[config.mk]
export PLATFORM = sky130hd
export DESIGN_NAME = muldiv_unit_flat
export DESIGN_NICKNAME = d
export VERILOG_FILES = /design/src/rtl/muldiv_unit_if.sv /design/src/rtl/muldiv_unit.sv /design/src/flat_wrapper.sv
export SDC_FILE = /design/constraint.sdc
export NUM_CORES = 1
export LEC_CHECK = 0
export ABC_AREA = 0
export CAP_MARGIN = 5
export CORE_AREA = 4 4 197 199
export CTS_CLUSTER_DIAMETER = 30
export DETAILED_ROUTE_END_ITERATION = 10
export DIE_AREA = 0 0 201 203
export GPL_TIMING_DRIVEN = 0
export PLACE_DENSITY = 0.77
export SETUP_SLACK_MARGIN = 0.4
export SYNTH_ARGS = -nofsm -noshare
export SYNTH_HDL_FRONTEND = slang
export SYNTH_SLANG_ARGS = --single-unit
[constraint.sdc]
create_clock -name clk -period 5 [get_ports clk]
set_clock_uncertainty 0.05 [all_clocks]
set_input_delay 1 -clock clk [delete_from_list [all_inputs] [get_ports clk]]
set_output_delay 1 -clock clk [all_outputs]
set_load 0.01 [all_outputs]
[src/rtl/muldiv_unit_if.sv]
// Issue/response bundle between the ID/EX stage and muldiv_unit.
// master = issuing pipeline side, slave = the multiply/divide unit.
interface muldiv_unit_if #(
  parameter int WIDTH = 32
);
  logic             start;
  logic [5:0]       funct;
  logic [WIDTH-1:0] a;
  logic [WIDTH-1:0] b;
  logic             busy;
  logic             done;
  logic             div_zero;
  logic [WIDTH-1:0] result;
  logic [WIDTH-1:0] hi;
  logic [WIDTH-1:0] lo;

  modport master (
    output start, funct, a, b,
    input  busy, done, div_zero, result, hi, lo
  );

  modport slave (
    input  start, funct, a, b,
    output busy, done, div_zero, result, hi, lo
  );
endinterface

[src/rtl/muldiv_unit.sv]
// Iterative multiply/divide unit with private HI/LO registers.
// MULT/MULTU use shift-add, DIV/DIVU use restoring division; both operate on
// unsigned magnitudes over WIDTH RUN cycles, and a FIX cycle applies signs.
// MFHI/MFLO/MTHI/MTLO complete in one cycle from IDLE.
// Optional macro MULDIV_FAST_MUL_EN: multiplies skip RUN and compute the
// product with a single-cycle '*' (divide timing is unchanged).
module muldiv_unit #(
  parameter int WIDTH = 32
) (
  input  logic         clk,
  input  logic         rst_n,
  muldiv_unit_if.slave bus
);
  localparam int CW = $clog2(WIDTH + 1);

  localparam logic [5:0] F_MFHI  = 6'd16;
  localparam logic [5:0] F_MTHI  = 6'd17;
  localparam logic [5:0] F_MFLO  = 6'd18;
  localparam logic [5:0] F_MTLO  = 6'd19;
  localparam logic [5:0] F_MULT  = 6'd24;
  localparam logic [5:0] F_MULTU = 6'd25;
  localparam logic [5:0] F_DIV   = 6'd26;
  localparam logic [5:0] F_DIVU  = 6'd27;

  typedef enum logic [1:0] {S_IDLE, S_RUN, S_FIX} state_t;

  state_t             r_state;
  logic [CW-1:0]      r_cnt;
  // Shared working register: mul = {partial product, multiplier},
  // div = {partial remainder, dividend/quotient}.
  logic [2*WIDTH-1:0] r_acc;
  // Multiplicand for mul, divisor for div.
  logic [WIDTH-1:0]   r_opnd;
  logic               r_is_div;
  logic               r_neg_q;   // product / quotient must be negated
  logic               r_neg_r;   // remainder must be negated
  logic               r_dz;      // current divide had b == 0
  logic [WIDTH-1:0]   r_a_raw;   // original a, returned in hi on divide-by-zero
  logic               r_busy;
  logic               r_done;
  logic               r_div_zero;
  logic [WIDTH-1:0]   r_result;
  logic [WIDTH-1:0]   r_hi;
  logic [WIDTH-1:0]   r_lo;

  // Operand decode: magnitudes and signs only matter for signed ops.
  logic             w_signed;
  logic             w_a_neg;
  logic             w_b_neg;
  logic [WIDTH-1:0] w_mag_a;
  logic [WIDTH-1:0] w_mag_b;

  assign w_signed = (bus.funct == F_MULT) || (bus.funct == F_DIV);
  assign w_a_neg  = w_signed & bus.a[WIDTH-1];
  assign w_b_neg  = w_signed & bus.b[WIDTH-1];
  assign w_mag_a  = w_a_neg ? -bus.a : bus.a;
  assign w_mag_b  = w_b_neg ? -bus.b : bus.b;

`ifdef MULDIV_FAST_MUL_EN
  logic [2*WIDTH-1:0] w_fast_prod;
  assign w_fast_prod = (2*WIDTH)'(w_mag_a) * (2*WIDTH)'(w_mag_b);
`endif

  // One shift-add multiply step: conditionally add multiplicand to the upper
  // half, then shift the whole register right (carry enters at the top).
  logic [WIDTH:0]     w_mul_sum;
  logic [2*WIDTH-1:0] w_mul_next;
  assign w_mul_sum  = {1'b0, r_acc[2*WIDTH-1:WIDTH]}
                    + (r_acc[0] ? {1'b0, r_opnd} : {(WIDTH+1){1'b0}});
  assign w_mul_next = {w_mul_sum, r_acc[WIDTH-1:1]};

  // One restoring divide step: shift next dividend bit into the remainder,
  // trial-subtract the divisor, keep the difference if it did not borrow.
  logic [WIDTH:0]     w_div_sh;
  logic [WIDTH:0]     w_div_diff;
  logic [2*WIDTH-1:0] w_div_next;
  assign w_div_sh   = r_acc[2*WIDTH-1:WIDTH-1];
  assign w_div_diff = w_div_sh - {1'b0, r_opnd};
  assign w_div_next = w_div_diff[WIDTH]
                    ? {w_div_sh[WIDTH-1:0], r_acc[WIDTH-2:0], 1'b0}
                    : {w_div_diff[WIDTH-1:0], r_acc[WIDTH-2:0], 1'b1};

  // Sign correction applied in FIX.
  logic [2*WIDTH-1:0] w_prod;
  logic [WIDTH-1:0]   w_quo;
  logic [WIDTH-1:0]   w_rem;
  assign w_prod = r_neg_q ? -r_acc : r_acc;
  assign w_quo  = r_neg_q ? -r_acc[WIDTH-1:0] : r_acc[WIDTH-1:0];
  assign w_rem  = r_neg_r ? -r_acc[2*WIDTH-1:WIDTH] : r_acc[2*WIDTH-1:WIDTH];

  // Control FSM plus datapath registers; all outputs come straight from flops.
  always_ff @(posedge clk) begin
    if (!rst_n) begin
      r_state    <= S_IDLE;
      r_cnt      <= '0;
      r_acc      <= '0;
      r_opnd     <= '0;
      r_is_div   <= 1'b0;
      r_neg_q    <= 1'b0;
      r_neg_r    <= 1'b0;
      r_dz       <= 1'b0;
      r_a_raw    <= '0;
      r_busy     <= 1'b0;
      r_done     <= 1'b0;
      r_div_zero <= 1'b0;
      r_result   <= '0;
      r_hi       <= '0;
      r_lo       <= '0;
    end else begin
      r_done     <= 1'b0;
      r_div_zero <= 1'b0;
      case (r_state)
        S_IDLE: begin
          if (bus.start) begin
            case (bus.funct)
              F_MFHI: begin
                r_result <= r_hi;
                r_done   <= 1'b1;
              end
              F_MFLO: begin
                r_result <= r_lo;
                r_done   <= 1'b1;
              end
              F_MTHI: begin
                r_hi   <= bus.a;
                r_done <= 1'b1;
              end
              F_MTLO: begin
                r_lo   <= bus.a;
                r_done <= 1'b1;
              end
              F_MULT, F_MULTU: begin
                r_opnd   <= w_mag_a;
                r_is_div <= 1'b0;
                r_neg_q  <= w_a_neg ^ w_b_neg;
                r_neg_r  <= 1'b0;
                r_dz     <= 1'b0;
                r_a_raw  <= bus.a;
                r_cnt    <= CW'(WIDTH);
                r_busy   <= 1'b1;
`ifdef MULDIV_FAST_MUL_EN
                r_acc    <= w_fast_prod;
                r_state  <= S_FIX;
`else
                r_acc    <= {{WIDTH{1'b0}}, w_mag_b};
                r_state  <= S_RUN;
`endif
              end
              F_DIV, F_DIVU: begin
                r_acc    <= {{WIDTH{1'b0}}, w_mag_a};
                r_opnd   <= w_mag_b;
                r_is_div <= 1'b1;
                r_neg_q  <= w_a_neg ^ w_b_neg;
                r_neg_r  <= w_a_neg;
                r_dz     <= (bus.b == '0);
                r_a_raw  <= bus.a;
                r_cnt    <= CW'(WIDTH);
                r_busy   <= 1'b1;
                r_state  <= S_RUN;
              end
              default: ;
            endcase
          end
        end
        S_RUN: begin
          r_acc <= r_is_div ? w_div_next : w_mul_next;
          r_cnt <= r_cnt - CW'(1);
          if (r_cnt == CW'(1)) r_state <= S_FIX;
        end
        S_FIX: begin
          if (r_is_div && r_dz) begin
            r_lo <= '1;
            r_hi <= r_a_raw;
          end else if (r_is_div) begin
            r_lo <= w_quo;
            r_hi <= w_rem;
          end else begin
            r_lo <= w_prod[WIDTH-1:0];
            r_hi <= w_prod[2*WIDTH-1:WIDTH];
          end
          r_div_zero <= r_is_div & r_dz;
          r_done     <= 1'b1;
          r_busy     <= 1'b0;
          r_cnt      <= '0;
          r_state    <= S_IDLE;
        end
        default: r_state <= S_IDLE;
      endcase
    end
  end

  assign bus.busy     = r_busy;
  assign bus.done     = r_done;
  assign bus.div_zero = r_div_zero;
  assign bus.result   = r_result;
  assign bus.hi       = r_hi;
  assign bus.lo       = r_lo;
endmodule

[src/flat_wrapper.sv]
// flat-port wrapper written by rule: the top's interface ports become plain ports
module muldiv_unit_flat 
#(
  parameter int WIDTH = 32
)
  (clk, rst_n, bus_start, bus_funct, bus_a, bus_b, bus_busy, bus_done, bus_div_zero, bus_result, bus_hi, bus_lo);
  muldiv_unit_if #(.WIDTH(WIDTH)) bus_i ();
  input  logic clk;
  input  logic rst_n;
  input wire logic [$bits(bus_i.start)-1:0] bus_start;
  input wire logic [$bits(bus_i.funct)-1:0] bus_funct;
  input wire logic [$bits(bus_i.a)-1:0] bus_a;
  input wire logic [$bits(bus_i.b)-1:0] bus_b;
  output wire logic [$bits(bus_i.busy)-1:0] bus_busy;
  output wire logic [$bits(bus_i.done)-1:0] bus_done;
  output wire logic [$bits(bus_i.div_zero)-1:0] bus_div_zero;
  output wire logic [$bits(bus_i.result)-1:0] bus_result;
  output wire logic [$bits(bus_i.hi)-1:0] bus_hi;
  output wire logic [$bits(bus_i.lo)-1:0] bus_lo;
  assign bus_i.start = bus_start;
  assign bus_i.funct = bus_funct;
  assign bus_i.a = bus_a;
  assign bus_i.b = bus_b;
  assign bus_busy = bus_i.busy;
  assign bus_done = bus_i.done;
  assign bus_div_zero = bus_i.div_zero;
  assign bus_result = bus_i.result;
  assign bus_hi = bus_i.hi;
  assign bus_lo = bus_i.lo;
  muldiv_unit #(.WIDTH(WIDTH)) u_core (.clk(clk), .rst_n(rst_n), .bus(bus_i));
endmodule
==> metrics.txt <==
initial core utilization 46.4%; final instance area 21700 sq um; measured slew at the worst slew-check pin 1.11 ns; status completed; Clock Sinks 239; DR WL/cell 26.6 um; met1 GRT Util 48.7%; Die H 203 um; vias in the first global route 18976; CTS Buf Count 61; CP arrival 4.94 ns; CP top delay family simple AND/OR/NAND/NOR gates; ys async rst share 0%; Skew-Pair Late Insertion Delay 0.60 ns; number of synthesized flops with an enable pin 0; Synth Register Bits 239; total of max-cap violations 0; met3 Track Usage GR 8.45%; share of cells above drive strength 1 6.35%; internal power 4.98 mW; largest vdd supply drop 0.259 mV; crit share post-route 90.9%; syn nets 2471; antenna violations before repair 2; Post-CTS Hold Buffers 0; drc violations 0; DP Cell Count 2960; R2R Path End u_core.bus.hi[10]; Final Core Density 58.2%; Final nets 2702; setup violators final 0; CORE AREA 37200 sq um; TritonCTS clock tree built; worst hold path class flop to flop; first-pass GRT wire length 120000 um; Overflow after GRT 0; Syn-to-layout area delta 25.5%; R2R Setup Slk 0.51 ns; I/O pins 172; max incr delay on CP 0.53 ns; Sequential Power Share 29.2%; FMAX 220 MHz; remaining antenna violation count after routing 0; Die ar. 40800 sq um; final wirelength 81800 um; CP Max Fanout 10; Port Buffer Count 162; Synth area leaders dfxtp_1 (28%), a21oi_1 (7.7%), nor2_1 (5.9%), ha_1 (5.4%), xnor2_1 (5.0%); Fin Setup TNS 0 ns; H-tree lvl count 2; routed vias/inst 6.48; Main synth FF type dfxtp_1; busiest grt layer met2; sw power 1.73 mW; Switching Fraction 25.8%; most common cell in the netlist nor2_1; Post-synth top cells nor2_1 (271), a21oi_1 (266), dfxtp_1 (239); clock-pin slew on the worst setup and hold paths 0.05 ns; largest net degree at the start of global routing 16; worst reg-to-reg path cell count 14; Clock Tree Buf Depth 3; Die W 201 um; Critical path buffers and inverters 3; CP Launch Point bus_funct[4]; post-synthesis cell type count 76; average cell area after synthesis 7.44 sq um; mapped cell area 17300 sq um; WHS 0.406 ns; Setup CP Type input pin to flop; relative slew slack 25.7%; CP cell instances clkdlybuf4s50_1, or3b_2, or2_2, nor2_1, and2_1, clkbuf_1, clkbuf_1, o41ai_1, xnor2_1, nor2_1, nor3_1, o21ai_0, o21ai_0; non-filler instance count after layout 3075; Initial DRC Count 2322; Overall Global Routing Usage 38.1%; register area share after synthesis 27.7%; WP data required 5.40 ns; Leak 8.55 nW; Crit path depth 13; Cell Pwr Density 309 nW/um^2; final worst path period need 4.54 ns; slowest cell on the critical path or3b_2; Mapped Cells 2322; site row count 71; RD Place Congestion 1.07; clock share of power 60.0%; type of origin of the critical path input pin; clk root buf clkbuf_16; CP endpoint kind flop; DP Area 19500 sq um; combinational share of power 10.8%; Hold Vio Cnt, Final 0; Yosys warning count 0; fin. max-slew vios 0; Post-DP HPWL 64500 um; TritonRoute pass-1 iters 6; reg2reg start u_core.r_acc[0]; DR vias 19938; end point of the critical path u_core.r_acc[20]; area share of the largest cell type after synthesis 27.7%; met2 usage 59.3%; RSZ-0062 raised after global routing yes; dominant cell type by area after synthesis dfxtp_1
[power by group through the flow]
stage	clock, mW	sequential, mW	combinational (mW)
after CTS	4.01	1.95	0.697
after detailed placement	0	1.99	0.676
after global routing	4.11	1.96	0.761
after global placement	0	1.99	0.674
final	4.02	1.96	0.727
after floorplan	0	1.98	0.394
[cells by family (layout without fill, tap and decap cells)]
kind of cell / count (synthesis) / count (layout) / synth area share, %
xor gates and xnor gates: 170 / 170 / 8.62
buffers and inverters: 233 / 511 / 5.23
muxes: 98 / 98 / 5.83
and+or+nand+nor: 734 / 734 / 19.2
DFF: 239 / 239 / 27.7
other: 0 / 1 / 0
adders and majority gates: 76 / 76 / 5.59
AOI/OAI and AO/OA: 772 / 772 / 27.8
[timing repair]
item / CTS / global route
setup buffers: 4 / 0
endpoints found under the setup margin: 47 / 34
resized for setup: 3 / 7
pin swaps: 1 / 0
[registers in the layout, summed over array words and instances, names as in the netlist]
name                 count
u_core.bus.busy          1
u_core.bus.div_zero      1
u_core.bus.done          1
u_core.bus.hi           32
u_core.bus.lo           32
u_core.bus.result       32
u_core.r_a_raw          32
u_core.r_acc            64
u_core.r_cnt             6
u_core.r_dz              1
u_core.r_is_div          1
u_core.r_neg_q           1
u_core.r_neg_r           1
u_core.r_opnd           32
u_core.r_state           2
[how the worst min path moves through the flow]
stage | start | to | slack [ns] | cells past startpoint
2_1_floorplan | u_core.r_a_raw[13] | u_core.r_a_raw[13] | 0.38 | 2
3_3_place_gp | u_core.r_a_raw[13] | u_core.r_a_raw[13] | 0.39 | 2
3_5_place_dp | u_core.r_a_raw[24] | u_core.r_a_raw[24] | 0.40 | 2
4_1_cts | u_core.r_a_raw[16] | u_core.r_a_raw[16] | 0.40 | 2
5_1_grt | u_core.r_a_raw[22] | u_core.r_a_raw[22] | 0.42 | 2
6_report | u_core.r_a_raw[18] | u_core.r_a_raw[18] | 0.41 | 2
[routing by layer]
layer / wire (um) / vias to the layer above / share of wire, %
li1: - / 8916 / -
met3: 9550 / 287 / 12
met5: 13 / - / 0.016
met2: 35100 / 1344 / 43
met4: 5480 / 2 / 6.7
met1: 31700 / 9389 / 39
[layout make-up]
| cell class | count | area (sq um) |
|---|---|---|
| Antenna cell | 1 | 2.50 |
| Buffer | 165 | 651 |
| Clock buffer | 79 | 1670 |
| Clock inverter | 31 | 410 |
| Fill cell | 3452 | 15500 |
| Inverter | 68 | 255 |
| Multi-Input combinational cell | 1850 | 11600 |
| Sequential cell | 239 | 4780 |
| Tap cell | 474 | 593 |
| Timing Repair Buffer | 168 | 1670 |
[stage by stage]
step                      power [mW]  setup WS, ns
after CTS                       6.66         0.448
after global placement          2.66        -0.218
after detailed placement        2.66       -0.0985
final                           6.71         0.456
after floorplan                 2.38          1.24
after global routing            6.83         0.391
[tightest hold or removal path: cells and delay by family (launching register included)]
kind / cells / cell delay, ns
compound gates: 1 / 0.05
flops: 1 / 0.31
simple gates: 1 / 0.05
[cell usage in the layout (no fill, tap or decap), drive strengths merged, types with 42 or more instances in the layout]
cell and count:
xnor2 98, clkbuf 225, dfxtp 239, nand3 42, nand2 227, inv 70
a211oi 53, nor3 47, a21o 44, xor2 72, clkdlybuf4s50 162, ha 74
a21oi 267, mux2i 77, o21ai 168, nor2 272
(Power assumes the default switching activity.)
